$ cat config.mk
export PLATFORM = sky130hd
export DESIGN_NAME = vpu_seq_ctrl_flat
export DESIGN_NICKNAME = d
export VERILOG_FILES = /design/src/rtl/vpu_seq_pkg.sv /design/src/rtl/vpu_seq_if.sv /design/src/rtl/vpu_seq_ctrl_acc_store_serializer.sv /design/src/rtl/vpu_seq_ctrl.sv /design/src/flat_wrapper.sv
export SDC_FILE = /design/constraint.sdc
export NUM_CORES = 1
export LEC_CHECK = 0
export BUFFER_PORTS_ARGS = -buffer_cell sky130_fd_sc_hd__buf_4
export CAP_MARGIN = 20
export CORE_MARGIN = 4
export CORE_UTILIZATION = 24
export DETAILED_ROUTE_END_ITERATION = 12
export HOLD_SLACK_MARGIN = 0.08
export SLEW_MARGIN = 10
export SYNTH_ARGS = -nofsm -noshare
export SYNTH_HDL_FRONTEND = slang
export SYNTH_SLANG_ARGS = --single-unit
$ cat constraint.sdc
create_clock -name clk -period 5.7 [get_ports clk]
set_clock_uncertainty 0.15 [all_clocks]
set_input_delay 1.425 -clock clk [delete_from_list [all_inputs] [get_ports clk]]
set_output_delay 1.425 -clock clk [all_outputs]
set_load 0.05 [all_outputs]
$ cat src/rtl/vpu_seq_pkg.sv
// vpu_seq_pkg: opcodes, instruction layout and sequencer states shared by the sequencer and its bench.
package vpu_seq_pkg;
  localparam int INSTR_WIDTH = 32;
  localparam int OP_LSB = 28, FLAGS_LSB = 24, CNT_LSB = 16, ADDR_LSB = 0;
  typedef enum logic [3:0] {
    OP_NOP = 4'h0, OP_CTRL = 4'h1, OP_CLR = 4'h2, OP_LDL = 4'h3, OP_LDT = 4'h4,
    OP_STORE = 4'h5, OP_WAIT = 4'h6, OP_JUMP = 4'h7, OP_LOOP = 4'h8, OP_HALT = 4'hF
  } opcode_t;
  typedef struct packed {
    opcode_t     op;
    logic [3:0]  flags;
    logic [7:0]  cnt;
    logic [15:0] addr;
  } instr_t;
  typedef enum logic [2:0] {S_IDLE, S_FETCH, S_EXEC, S_LOAD, S_STORE, S_WAIT} seq_state_t;
  function automatic logic [INSTR_WIDTH-1:0] mk_instr(logic [3:0] op, logic [3:0] flags, logic [7:0] cnt, logic [15:0] addr);
    return (32'(op) << OP_LSB) | (32'(flags) << FLAGS_LSB) | (32'(cnt) << CNT_LSB) | (32'(addr) << ADDR_LSB);
  endfunction
endpackage

$ cat src/rtl/vpu_seq_if.sv
// vpu_seq_if: sequencer bundle toward instr mem, DPRAM port A and the systolic array.
interface vpu_seq_if import vpu_seq_pkg::*; #(
  parameter int DATA_WIDTH = 8, MATRIX_SIZE = 8, ACC_WIDTH = 32, DP_ADDR_WIDTH = 10, INSTR_DEPTH = 256
);
  localparam int PCW = $clog2(INSTR_DEPTH), NW = $clog2(MATRIX_SIZE), AW = $clog2(MATRIX_SIZE * MATRIX_SIZE);
  logic start, busy, done, err;
  logic [PCW-1:0] rd_addr;
  logic [INSTR_WIDTH-1:0] rd_data;
  logic [DP_ADDR_WIDTH-1:0] dp_addr;
  logic dp_we;
  logic [DATA_WIDTH-1:0] dp_din, dp_dout;
  logic load_en_left, load_en_top;
  logic [NW-1:0] addr_left, addr_top;
  logic [DATA_WIDTH-1:0] data_in_left, data_in_top;
  logic swap_buffers_left, swap_buffers_top, buffer_rst_left, buffer_rst_top;
  logic acc_rst, acc_en, shift_en_right, shift_en_down;
  logic [AW-1:0] addr_acc;
  logic [ACC_WIDTH-1:0] acc_out;
  modport master (
    input start, rd_data, dp_dout, acc_out,
    output busy, done, err, rd_addr, dp_addr, dp_we, dp_din, load_en_left, load_en_top,
    addr_left, addr_top, data_in_left, data_in_top, swap_buffers_left, swap_buffers_top,
    buffer_rst_left, buffer_rst_top, acc_rst, acc_en, shift_en_right, shift_en_down, addr_acc
  );
  modport slave (
    output start, rd_data, dp_dout, acc_out,
    input busy, done, err, rd_addr, dp_addr, dp_we, dp_din, load_en_left, load_en_top,
    addr_left, addr_top, data_in_left, data_in_top, swap_buffers_left, swap_buffers_top,
    buffer_rst_left, buffer_rst_top, acc_rst, acc_en, shift_en_right, shift_en_down, addr_acc
  );
endinterface

$ cat src/rtl/vpu_seq_ctrl_acc_store_serializer.sv
// acc_store_serializer: walks every accumulator byte lane in little-endian order onto DPRAM port A.
module acc_store_serializer #(
  parameter int DW = 8, N = 8, ACCW = 32, DPW = 10
) (
  input  logic                      clk,
  input  logic                      rst,
  input  logic                      go_i,
  input  logic [DPW-1:0]            base_i,
  input  logic [ACCW-1:0]           acc_i,
  output logic                      busy_o,
  output logic                      done_o,
  output logic                      we_o,
  output logic [DPW-1:0]            addr_o,
  output logic [DW-1:0]             din_o,
  output logic [$clog2(N*N)-1:0]    acc_sel_o
);
  localparam int B = ACCW / DW, BW = B > 1 ? $clog2(B) : 1, AW = $clog2(N * N);
  logic [AW-1:0] i_q, i_d;
  logic [BW-1:0] b_q, b_d;
  logic [DPW-1:0] a_q, a_d;
  logic run_q, run_d, last_b, last;
  assign last_b = b_q == BW'(B - 1);
  assign last = run_q && last_b && i_q == AW'(N * N - 1);
  always_comb begin
    run_d = go_i | (run_q & ~last);
    i_d = go_i ? '0 : (run_q && last_b) ? i_q + 1'b1 : i_q;
    b_d = (go_i || last_b) ? '0 : run_q ? b_q + 1'b1 : b_q;
    a_d = go_i ? base_i : a_q + DPW'(run_q);
  end
  always_ff @(posedge clk) begin
    if (!rst) begin
      run_q <= 1'b0;
      i_q <= '0;
      b_q <= '0;
      a_q <= '0;
    end else begin
      run_q <= run_d;
      i_q <= i_d;
      b_q <= b_d;
      a_q <= a_d;
    end
  end
  assign busy_o = run_q;
  assign we_o = run_q;
  assign done_o = last;
  assign addr_o = run_q ? a_q : '0;
  assign din_o = run_q ? acc_i[b_q*DW +: DW] : '0;
  assign acc_sel_o = i_q;
endmodule

$ cat src/rtl/vpu_seq_ctrl.sv
// vpu_seq_ctrl: microcoded systolic-array sequencer; defining VPU_SEQ_LOOP_EN adds the one-level LOOP op.
module vpu_seq_ctrl import vpu_seq_pkg::*; #(
  parameter int DATA_WIDTH = 8, MATRIX_SIZE = 8, ACC_WIDTH = 32, DP_ADDR_WIDTH = 10, INSTR_DEPTH = 256
) (
  input logic clk,
  input logic rst,
  vpu_seq_if.master bus
);
  localparam int PCW = $clog2(INSTR_DEPTH), NW = $clog2(MATRIX_SIZE), LW = $clog2(MATRIX_SIZE + 1);
  seq_state_t st_q, st_d;
  logic [PCW-1:0] pc_q, pc_d;
  logic busy_q, busy_d, done_q, done_d, err_q, err_d, le_q, le_d, top_q, top_d;
  logic [DP_ADDR_WIDTH-1:0] la_q, la_d, s_addr;
  logic [LW-1:0] k_q, k_d;
  logic [NW-1:0] ba_q, ba_d;
  logic [7:0] w_q, w_d;
  logic s_go, s_busy, s_done, ex, ctrl, clr, unused_addr;
  instr_t ins;
`ifdef VPU_SEQ_LOOP_EN
  logic [7:0] lc_q, lc_d, lc_eff;
  logic arm_q, arm_d;
  assign lc_eff = arm_q ? lc_q : ins.cnt;
`endif
  assign ins = instr_t'(bus.rd_data);
  assign unused_addr = ^ins.addr;
  assign ex = st_q == S_EXEC;
  always_comb begin
    st_d = st_q;
    pc_d = pc_q;
    busy_d = busy_q;
    done_d = 1'b0;
    err_d = err_q;
    la_d = la_q;
    k_d = k_q;
    le_d = 1'b0;
    ba_d = ba_q;
    top_d = top_q;
    w_d = w_q;
    s_go = 1'b0;
`ifdef VPU_SEQ_LOOP_EN
    lc_d = lc_q;
    arm_d = arm_q;
`endif
    case (st_q)
      // done_q marks the cycle HALT retires; a start there is dropped
      S_IDLE: if (bus.start && !done_q) begin
        st_d = S_FETCH;
        pc_d = '0;
        busy_d = 1'b1;
        err_d = 1'b0;
`ifdef VPU_SEQ_LOOP_EN
        arm_d = 1'b0;
`endif
      end
      S_FETCH: st_d = S_EXEC;
      S_EXEC: begin
        st_d = S_FETCH;
        pc_d = pc_q + 1'b1;
        case (ins.op)
          OP_NOP, OP_CTRL, OP_CLR: ;
          OP_LDL, OP_LDT: begin
            st_d = S_LOAD;
            la_d = ins.addr[DP_ADDR_WIDTH-1:0];
            k_d = '0;
            top_d = ins.op == OP_LDT;
          end
          OP_STORE: begin
            st_d = S_STORE;
            s_go = 1'b1;
          end
          OP_WAIT: begin
            w_d = ins.cnt;
            st_d = |ins.cnt ? S_WAIT : S_FETCH;
          end
          OP_JUMP: pc_d = ins.addr[PCW-1:0];
`ifdef VPU_SEQ_LOOP_EN
          OP_LOOP: begin
            lc_d = lc_eff - 1'b1;
            arm_d = |lc_eff;
            pc_d = |lc_eff ? ins.addr[PCW-1:0] : pc_q + 1'b1;
          end
`endif
          OP_HALT: begin
            st_d = S_IDLE;
            busy_d = 1'b0;
            done_d = 1'b1;
          end
          default: begin
            st_d = S_IDLE;
            busy_d = 1'b0;
            done_d = 1'b1;
            err_d = 1'b1;
          end
        endcase
      end
      // burst cycle k issues address k; the byte lands in the buffer one cycle later
      S_LOAD: if (k_q == LW'(MATRIX_SIZE)) st_d = S_FETCH;
      else begin
        le_d = 1'b1;
        ba_d = NW'(k_q);
        la_d = la_q + 1'b1;
        k_d = k_q + 1'b1;
      end
      S_STORE: if (s_done) st_d = S_FETCH;
      S_WAIT: begin
        w_d = w_q - 1'b1;
        if (w_q == 8'd1) st_d = S_FETCH;
      end
      default: st_d = S_IDLE;
    endcase
  end
  always_ff @(posedge clk) begin
    if (!rst) begin
      st_q <= S_IDLE;
      pc_q <= '0;
      busy_q <= 1'b0;
      done_q <= 1'b0;
      err_q <= 1'b0;
      la_q <= '0;
      k_q <= '0;
      le_q <= 1'b0;
      ba_q <= '0;
      top_q <= 1'b0;
      w_q <= '0;
`ifdef VPU_SEQ_LOOP_EN
      lc_q <= '0;
      arm_q <= 1'b0;
`endif
    end else begin
      st_q <= st_d;
      pc_q <= pc_d;
      busy_q <= busy_d;
      done_q <= done_d;
      err_q <= err_d;
      la_q <= la_d;
      k_q <= k_d;
      le_q <= le_d;
      ba_q <= ba_d;
      top_q <= top_d;
      w_q <= w_d;
`ifdef VPU_SEQ_LOOP_EN
      lc_q <= lc_d;
      arm_q <= arm_d;
`endif
    end
  end
  acc_store_serializer #(.DW(DATA_WIDTH), .N(MATRIX_SIZE), .ACCW(ACC_WIDTH), .DPW(DP_ADDR_WIDTH)) u_ser (
    .clk(clk), .rst(rst), .go_i(s_go), .base_i(ins.addr[DP_ADDR_WIDTH-1:0]), .acc_i(bus.acc_out),
    .busy_o(s_busy), .done_o(s_done), .we_o(bus.dp_we), .addr_o(s_addr), .din_o(bus.dp_din),
    .acc_sel_o(bus.addr_acc)
  );
  assign ctrl = ex && ins.op == OP_CTRL;
  assign clr = ex && ins.op == OP_CLR;
  assign bus.busy = busy_q;
  assign bus.done = done_q;
  assign bus.err = err_q;
  assign bus.rd_addr = pc_q;
  assign bus.dp_addr = s_busy ? s_addr : (st_q == S_LOAD && k_q != LW'(MATRIX_SIZE)) ? la_q : '0;
  assign bus.load_en_left = le_q & ~top_q;
  assign bus.load_en_top = le_q & top_q;
  assign bus.addr_left = bus.load_en_left ? ba_q : '0;
  assign bus.addr_top = bus.load_en_top ? ba_q : '0;
  assign bus.data_in_left = bus.load_en_left ? bus.dp_dout : '0;
  assign bus.data_in_top = bus.load_en_top ? bus.dp_dout : '0;
  assign bus.swap_buffers_left = ctrl & ins.flags[3];
  assign bus.swap_buffers_top = ctrl & ins.flags[2];
  assign bus.shift_en_right = ctrl & ins.flags[1];
  assign bus.shift_en_down = ctrl & ins.flags[0];
  assign bus.acc_en = ctrl & ins.cnt[0];
  assign bus.acc_rst = clr & ins.flags[2];
  assign bus.buffer_rst_top = clr & ins.flags[1];
  assign bus.buffer_rst_left = clr & ins.flags[0];
endmodule

$ cat src/flat_wrapper.sv
// flat-port wrapper written by rule: the top's interface ports become plain ports
module vpu_seq_ctrl_flat import vpu_seq_pkg::*;
#(
  parameter int DATA_WIDTH = 8, MATRIX_SIZE = 8, ACC_WIDTH = 32, DP_ADDR_WIDTH = 10, INSTR_DEPTH = 256
)
  (clk, rst, bus_start, bus_rd_data, bus_dp_dout, bus_acc_out, bus_busy, bus_done, bus_err, bus_rd_addr, bus_dp_addr, bus_dp_we, bus_dp_din, bus_load_en_left, bus_load_en_top, bus_addr_left, bus_addr_top, bus_data_in_left, bus_data_in_top, bus_swap_buffers_left, bus_swap_buffers_top, bus_buffer_rst_left, bus_buffer_rst_top, bus_acc_rst, bus_acc_en, bus_shift_en_right, bus_shift_en_down, bus_addr_acc);
  vpu_seq_if #(.DATA_WIDTH(DATA_WIDTH), .MATRIX_SIZE(MATRIX_SIZE), .ACC_WIDTH(ACC_WIDTH), .DP_ADDR_WIDTH(DP_ADDR_WIDTH), .INSTR_DEPTH(INSTR_DEPTH)) bus_i ();
  input logic clk;
  input logic rst;
  input wire logic [$bits(bus_i.start)-1:0] bus_start;
  input wire logic [$bits(bus_i.rd_data)-1:0] bus_rd_data;
  input wire logic [$bits(bus_i.dp_dout)-1:0] bus_dp_dout;
  input wire logic [$bits(bus_i.acc_out)-1:0] bus_acc_out;
  output wire logic [$bits(bus_i.busy)-1:0] bus_busy;
  output wire logic [$bits(bus_i.done)-1:0] bus_done;
  output wire logic [$bits(bus_i.err)-1:0] bus_err;
  output wire logic [$bits(bus_i.rd_addr)-1:0] bus_rd_addr;
  output wire logic [$bits(bus_i.dp_addr)-1:0] bus_dp_addr;
  output wire logic [$bits(bus_i.dp_we)-1:0] bus_dp_we;
  output wire logic [$bits(bus_i.dp_din)-1:0] bus_dp_din;
  output wire logic [$bits(bus_i.load_en_left)-1:0] bus_load_en_left;
  output wire logic [$bits(bus_i.load_en_top)-1:0] bus_load_en_top;
  output wire logic [$bits(bus_i.addr_left)-1:0] bus_addr_left;
  output wire logic [$bits(bus_i.addr_top)-1:0] bus_addr_top;
  output wire logic [$bits(bus_i.data_in_left)-1:0] bus_data_in_left;
  output wire logic [$bits(bus_i.data_in_top)-1:0] bus_data_in_top;
  output wire logic [$bits(bus_i.swap_buffers_left)-1:0] bus_swap_buffers_left;
  output wire logic [$bits(bus_i.swap_buffers_top)-1:0] bus_swap_buffers_top;
  output wire logic [$bits(bus_i.buffer_rst_left)-1:0] bus_buffer_rst_left;
  output wire logic [$bits(bus_i.buffer_rst_top)-1:0] bus_buffer_rst_top;
  output wire logic [$bits(bus_i.acc_rst)-1:0] bus_acc_rst;
  output wire logic [$bits(bus_i.acc_en)-1:0] bus_acc_en;
  output wire logic [$bits(bus_i.shift_en_right)-1:0] bus_shift_en_right;
  output wire logic [$bits(bus_i.shift_en_down)-1:0] bus_shift_en_down;
  output wire logic [$bits(bus_i.addr_acc)-1:0] bus_addr_acc;
  assign bus_i.start = bus_start;
  assign bus_i.rd_data = bus_rd_data;
  assign bus_i.dp_dout = bus_dp_dout;
  assign bus_i.acc_out = bus_acc_out;
  assign bus_busy = bus_i.busy;
  assign bus_done = bus_i.done;
  assign bus_err = bus_i.err;
  assign bus_rd_addr = bus_i.rd_addr;
  assign bus_dp_addr = bus_i.dp_addr;
  assign bus_dp_we = bus_i.dp_we;
  assign bus_dp_din = bus_i.dp_din;
  assign bus_load_en_left = bus_i.load_en_left;
  assign bus_load_en_top = bus_i.load_en_top;
  assign bus_addr_left = bus_i.addr_left;
  assign bus_addr_top = bus_i.addr_top;
  assign bus_data_in_left = bus_i.data_in_left;
  assign bus_data_in_top = bus_i.data_in_top;
  assign bus_swap_buffers_left = bus_i.swap_buffers_left;
  assign bus_swap_buffers_top = bus_i.swap_buffers_top;
  assign bus_buffer_rst_left = bus_i.buffer_rst_left;
  assign bus_buffer_rst_top = bus_i.buffer_rst_top;
  assign bus_acc_rst = bus_i.acc_rst;
  assign bus_acc_en = bus_i.acc_en;
  assign bus_shift_en_right = bus_i.shift_en_right;
  assign bus_shift_en_down = bus_i.shift_en_down;
  assign bus_addr_acc = bus_i.addr_acc;
  vpu_seq_ctrl #(.DATA_WIDTH(DATA_WIDTH), .MATRIX_SIZE(MATRIX_SIZE), .ACC_WIDTH(ACC_WIDTH), .DP_ADDR_WIDTH(DP_ADDR_WIDTH), .INSTR_DEPTH(INSTR_DEPTH)) u_core (.clk(clk), .rst(rst), .bus(bus_i));
endmodule
* Word level (Yosys, flattened, before mapping)
Index checks and enable logic that the tools add are counted.
** Cells by class
- Shift-type cells :: 1
- Reductions and logical operators :: 30
- Bitwise gates (word level) :: 16
- Equal/unequal tests :: 27
- Mux-type cells :: 36
- Add/sub/neg operators :: 7
** Operator list (number)
- $mux W10 :: 5
- $mux W8 :: 6
- $pmux W8 S2 :: 2
- $shiftx A32 B6 Y8 :: 1
- $mux W3 :: 7
- $pmux W10 S2 :: 1
- $pmux W3 S6 :: 1
- $eq A4 B3 Y1 const B :: 4
- $reduce_or A8 Y1 :: 2
- $ne A2 B2 Y1 const B :: 6
- $pmux W3 S4 :: 1
- $reduce_and A2 Y1 :: 6
- $and A1 B1 Y1 :: 11
- $add A10 B1 Y10 :: 1
- $add A10 B1 Y10 const B :: 1
- $reduce_and A3 Y1 :: 3
- $reduce_or A9 Y1 :: 1
- $add A8 B1 Y8 const B :: 1
- $eq A4 B2 Y1 const B :: 2
- $eq A4 B4 Y1 const B :: 2
- $eq A8 B1 Y1 const B :: 1
- $mux W1 :: 8
- $mux W4 :: 2
- $pmux W4 S2 :: 1
- 24 further kinds :: 41
** Storage, ports and cells
- Word-level logic and storage cells :: 132
- Flip-flop bits (word level) :: 60
- Output and inout port bits :: 68
- Input port bits :: 75

* Logic depth before layout (Yosys ltp)
- Word-level depth :: 6
- Depth in mapped cells :: 7
- Depth with buffers taken out :: 6

* By module
Synthesis repeated with hierarchy kept, for this count alone.
** Second synthesis, totals
- Cells, all modules :: 497
- Area, all modules :: 4017.6 µm²
** Modules (own cells, without submodules)
- vpu_seq_ctrl :: cells each 363, instances 1, area an instance 2806.4 µm²
- acc_store_serializer :: cells each 134, instances 1, area an instance 1211.2 µm²

* Worst setup path before layout
OpenSTA, ideal clock, no wires.
- Path kind :: in2out
- Start :: in bus_rd_data[31]
- End :: out bus_acc_rst
- Cell stages on the path :: 3
- Required time :: 4125 ps
- Data arrival time :: 2600 ps
- Path slack :: 1525 ps
- Cell sequence :: or4b_4 > nor3_1 > and2_1
** On the way
- Longest elaborated chain between the ends :: 3
** Ends and longest elaborated chain
- from (decl) :: RTL line flat_wrapper.sv:11 : input wire logic [$bits(bus_i.rd_data)-1:0] bus_rd_data;
- $eq A4 B2 Y1 :: RTL line vpu_seq_ctrl.sv:153 : assign clr = ex && ins.op == OP_CLR;
- $logic_and A1 B1 Y1 :: RTL line vpu_seq_ctrl.sv:153
- $and A1 B1 Y1 :: RTL line vpu_seq_ctrl.sv:170 : assign bus.acc_rst = clr & ins.flags[2];
- to (decl) :: RTL line flat_wrapper.sv:31 : output wire logic [$bits(bus_i.acc_rst)-1:0] bus_acc_rst;
No other way between the ends.

* Final worst setup path
- Start :: in bus_rd_data[31]
- End :: out bus_buffer_rst_left
** On the way
- Longest elaborated chain between the ends :: 3
** Ends and longest elaborated chain
- $eq A4 B2 Y1 :: RTL line vpu_seq_ctrl.sv:153
- $logic_and A1 B1 Y1 :: RTL line vpu_seq_ctrl.sv:153
- $and A1 B1 Y1 :: RTL line vpu_seq_ctrl.sv:172 : assign bus.buffer_rst_left = clr & ins.flags[0];
- to (decl) :: RTL line flat_wrapper.sv:29 : output wire logic [$bits(bus_i.buffer_rst_left)-1:0] bus_buffer_rst_left;
No other way between the ends.

==> impl_results.md <==
* R2r endpoint: u_core.la_q[9]
* Worst EP arrival at 2.79 ns
* DRT Wirelength at 12.1 mm
* Leakage at 2.19 nW
* Crit path max-delay cell type: or4b_4
* Final Hold Vio Count at 0
* First-pass GRT wire length at 19.3 mm
* Row cnt at 45
* Crit-path max FO at 7
* Hold path start: u_core.ba_q[2]
* Post-synth cell types at 61
* Initial DRT Pass Iterations at 4
* Reg2reg path depth at 5
* I/O pin total at 143
* Remaining Overflow, GRT at 0
* CTS clk-pin slew, worst paths at 0.05 ns
* Hold Crit Class: reg -> reg
* Die H at 134 um
* Layout area overhead at 41.0%
* GR met1 Demand/Resource at 0.158
* Startpoint types: input port
* CTS Buf Count at 9
* Placer Congestion at 0.809
* Worst rel slew slack at 0.382
* Nets@finish at 681
* Hold_buf cts at 0
* Final Max Tran Viols at 0
* Drt wl/cell at 14.9 um
* Met2 Use GR at 0.227
* R2R Setup Slk at 3.03 ns
* Most common cell after layout, fill and taps aside: buf_4
* CP Cell Sequence: buf_4 -> or4b_4 -> nor3_1 -> and2_1 -> buf_4
* Mapped Area at 3800 um2
* Most used cell along the critical path: buf_4
* Worst hold slack at 0.315 ns
* Period utilization at 0.765
* Post-CTS Setup Inserts at 0
* Warnings from Yosys at 0
* Residual DRC at 0
* GR Util met3 at 0.0165
* Antenna Cells at 0
* Req. time, crit path at 4.12 ns
* Port bufs at 136
* Fraction of layout cells with a size suffix above 1 at 0.288
* Reg2reg start: u_core.st_q[0]
* Sum Neg Setup Slack at 0 ns
* Vias in the first global route at 3985
* Vias per cell at 4.93
* Maximum clock frequency at 229 MHz
* HPWL after DPL at 9.07 mm
* Setup Viol. Count Final at 0
* EDFF count, synth at 0
* Chip Width at 134 um
* H-tree Lvls at 3
* Top FF cell, synth: dfxtp_1
* Via count at 4005
* Initial antenna violation count at 0
* Asr flop ratio synth at 0
* CTS Root Cell: clkbuf_16
* Syn_area_per_cell at 7.97 um2
* RSZ-0062 raised after global routing: no
* CTS resizes at 0
* Mapped Cells at 477
* Clock sinks at 60
* Clk Latency, worst-skew pair at 0.32 ns
* DIE AREA at 17900 um2
* TritonCTS clock tree: yes
* Least-Margin Pin Slew at 0.924 ns
* Hold Path Depth at 2
* GR peak layer: met2
* Crit. End Element: primary output
* CTS max path bufs at 2
* Min-Delay Endpoint: u_core.ba_q[2]
* Crit Path Category: in -> out
* GRT Overall Usage at 0.131
* Initial Utilization at 0.247
* Status: complete, no violations
* Worst vdd ir at 113 uV
* Core Footprint at 15400 um2
* Pwr Density at 228 nW/um2
* Flops & latches, synth at 60
* Initial DRC Count at 224
* Largest net degree at the start of global routing at 36
* Most frequent cells in the layout: buf_4 (139), dfxtp_1 (60), nand2_1 (59)
* Syn nets at 562
* Max-cap violation count at 0
* Seq/Total Area, Yosys at 0.316
* Min Tclk post-route at 4.36 ns
* Antenna-violating nets left at 0
* Slowest stage delay, CP at 0.52 ns
==> worst max-delay path: cells and delay by family <==
| kind | cells | cell delay [ns] |
|---|---|---|
| buffers and inverters | 2 | 0.33 |
| and+or+nand+nor | 3 | 1.02 |
==> worst max path at each step <==
stage                     from                   to  slack (ns)  cells past startpoint
2_1_floorplan  bus_rd_data[31]          bus_acc_rst        1.52                      3
3_3_place_gp   bus_rd_data[31]   bus_buffer_rst_top        1.36                      5
3_5_place_dp   bus_rd_data[31]  bus_buffer_rst_left        1.33                      5
4_1_cts        bus_rd_data[31]  bus_buffer_rst_left        1.33                      5
5_1_grt        bus_rd_data[31]          bus_acc_rst        1.25                      5
6_report       bus_rd_data[31]  bus_buffer_rst_left        1.34                      5
==> flip-flops by register name (all words and copies together) (netlist names), 2 cells and up <==
name                    count
u_core.ba_q                 3
u_core.bus.rd_addr          8
u_core.k_q                  4
u_core.la_q                10
u_core.st_q                 3
u_core.u_ser.a_q           10
u_core.u_ser.acc_sel_o      6
u_core.u_ser.b_q            2
u_core.w_q                  8
==> power by group <==
part           switching (W)  internal (W)
clock network       0.000185      0.000450
registers          0.0000164      0.000429
logic              0.0000755     0.0000662
total               0.000277      0.000945
==> synth_stat cells (all sizes together), types with 2 or more instances <==
library cell	count	area (um2)
nand4	7	43.8
ha	10	125
a22oi	8	60.1
o22ai	2	12.5
nor4	8	50.1
a21boi	2	15.0
o31ai	4	30.0
nand2	59	221
inv	9	33.8
o211ai	5	37.5
nor3	14	75.1
nor3b	5	42.5
buf	8	37.5
nor2b	3	18.8
or3	5	31.3
a21oi	29	145
o21ai	24	120
and3	18	113
mux4	8	180
o21a	2	15.0
xor2	6	52.6
nand2b	2	12.5
nand3b	3	22.5
xnor2	9	78.8
a211oi	8	60.1
mux2i	6	60.1
a2bb2oi	4	35.0
nand3	22	110
o31a	2	17.5
nor2	29	109
o32ai	7	61.3
or2	2	12.5
and3b	3	26.3
and2	33	206
dfxtp	60	1200
clkbuf	24	91.3
a31oi	10	68.8
==> through the flow <==
stage / total power [W] / cells / util / area (um2) / setup slack [ns]
floorplan: 0.000530 / 477 / - / 3800 / 1.52
global placement: 0.000592 / 794 / 0.323 / 4970 / 1.36
detailed placement: 0.000595 / 794 / 0.323 / 4970 / 1.33
CTS: 0.00123 / 810 / 0.346 / 5320 / 1.33
global route: 0.00126 / 812 / 0.349 / 5360 / 1.25
finish: 0.00122 / 812 / 0.349 / 5360 / 1.34
==> kinds of logic (layout without fill, tap and decap cells) <==
group / count (synthesis) / count (layout) / share of synthesized area
xor+xnor: 15 / 15 / 0.0346
simple gates: 219 / 219 / 0.305
flops: 60 / 60 / 0.316
compound gates: 117 / 117 / 0.202
buf+inv: 41 / 165 / 0.0428
mux: 15 / 15 / 0.0662
fa+ha+maj: 10 / 10 / 0.0329
==> metal layers <==
layer,wire length (um),share of wire,vias to the layer above
met5,0,0,-
met4,313,0.026,0
met3,340,0.028,27
met2,6230,0.51,91
met1,5240,0.43,1900
li1,-,-,1987
==> area by class of cell <==
cell class,instances,area [um2]
well taps,211,264
repair buffers,140,1070
flip-flops and latches,60,1200
clock buffers,12,256
fillers,1568,10000
inverters,9,33.8
clock inverters,4,95.1
multi-input cells,376,2440
(Power assumes the default switching activity.)
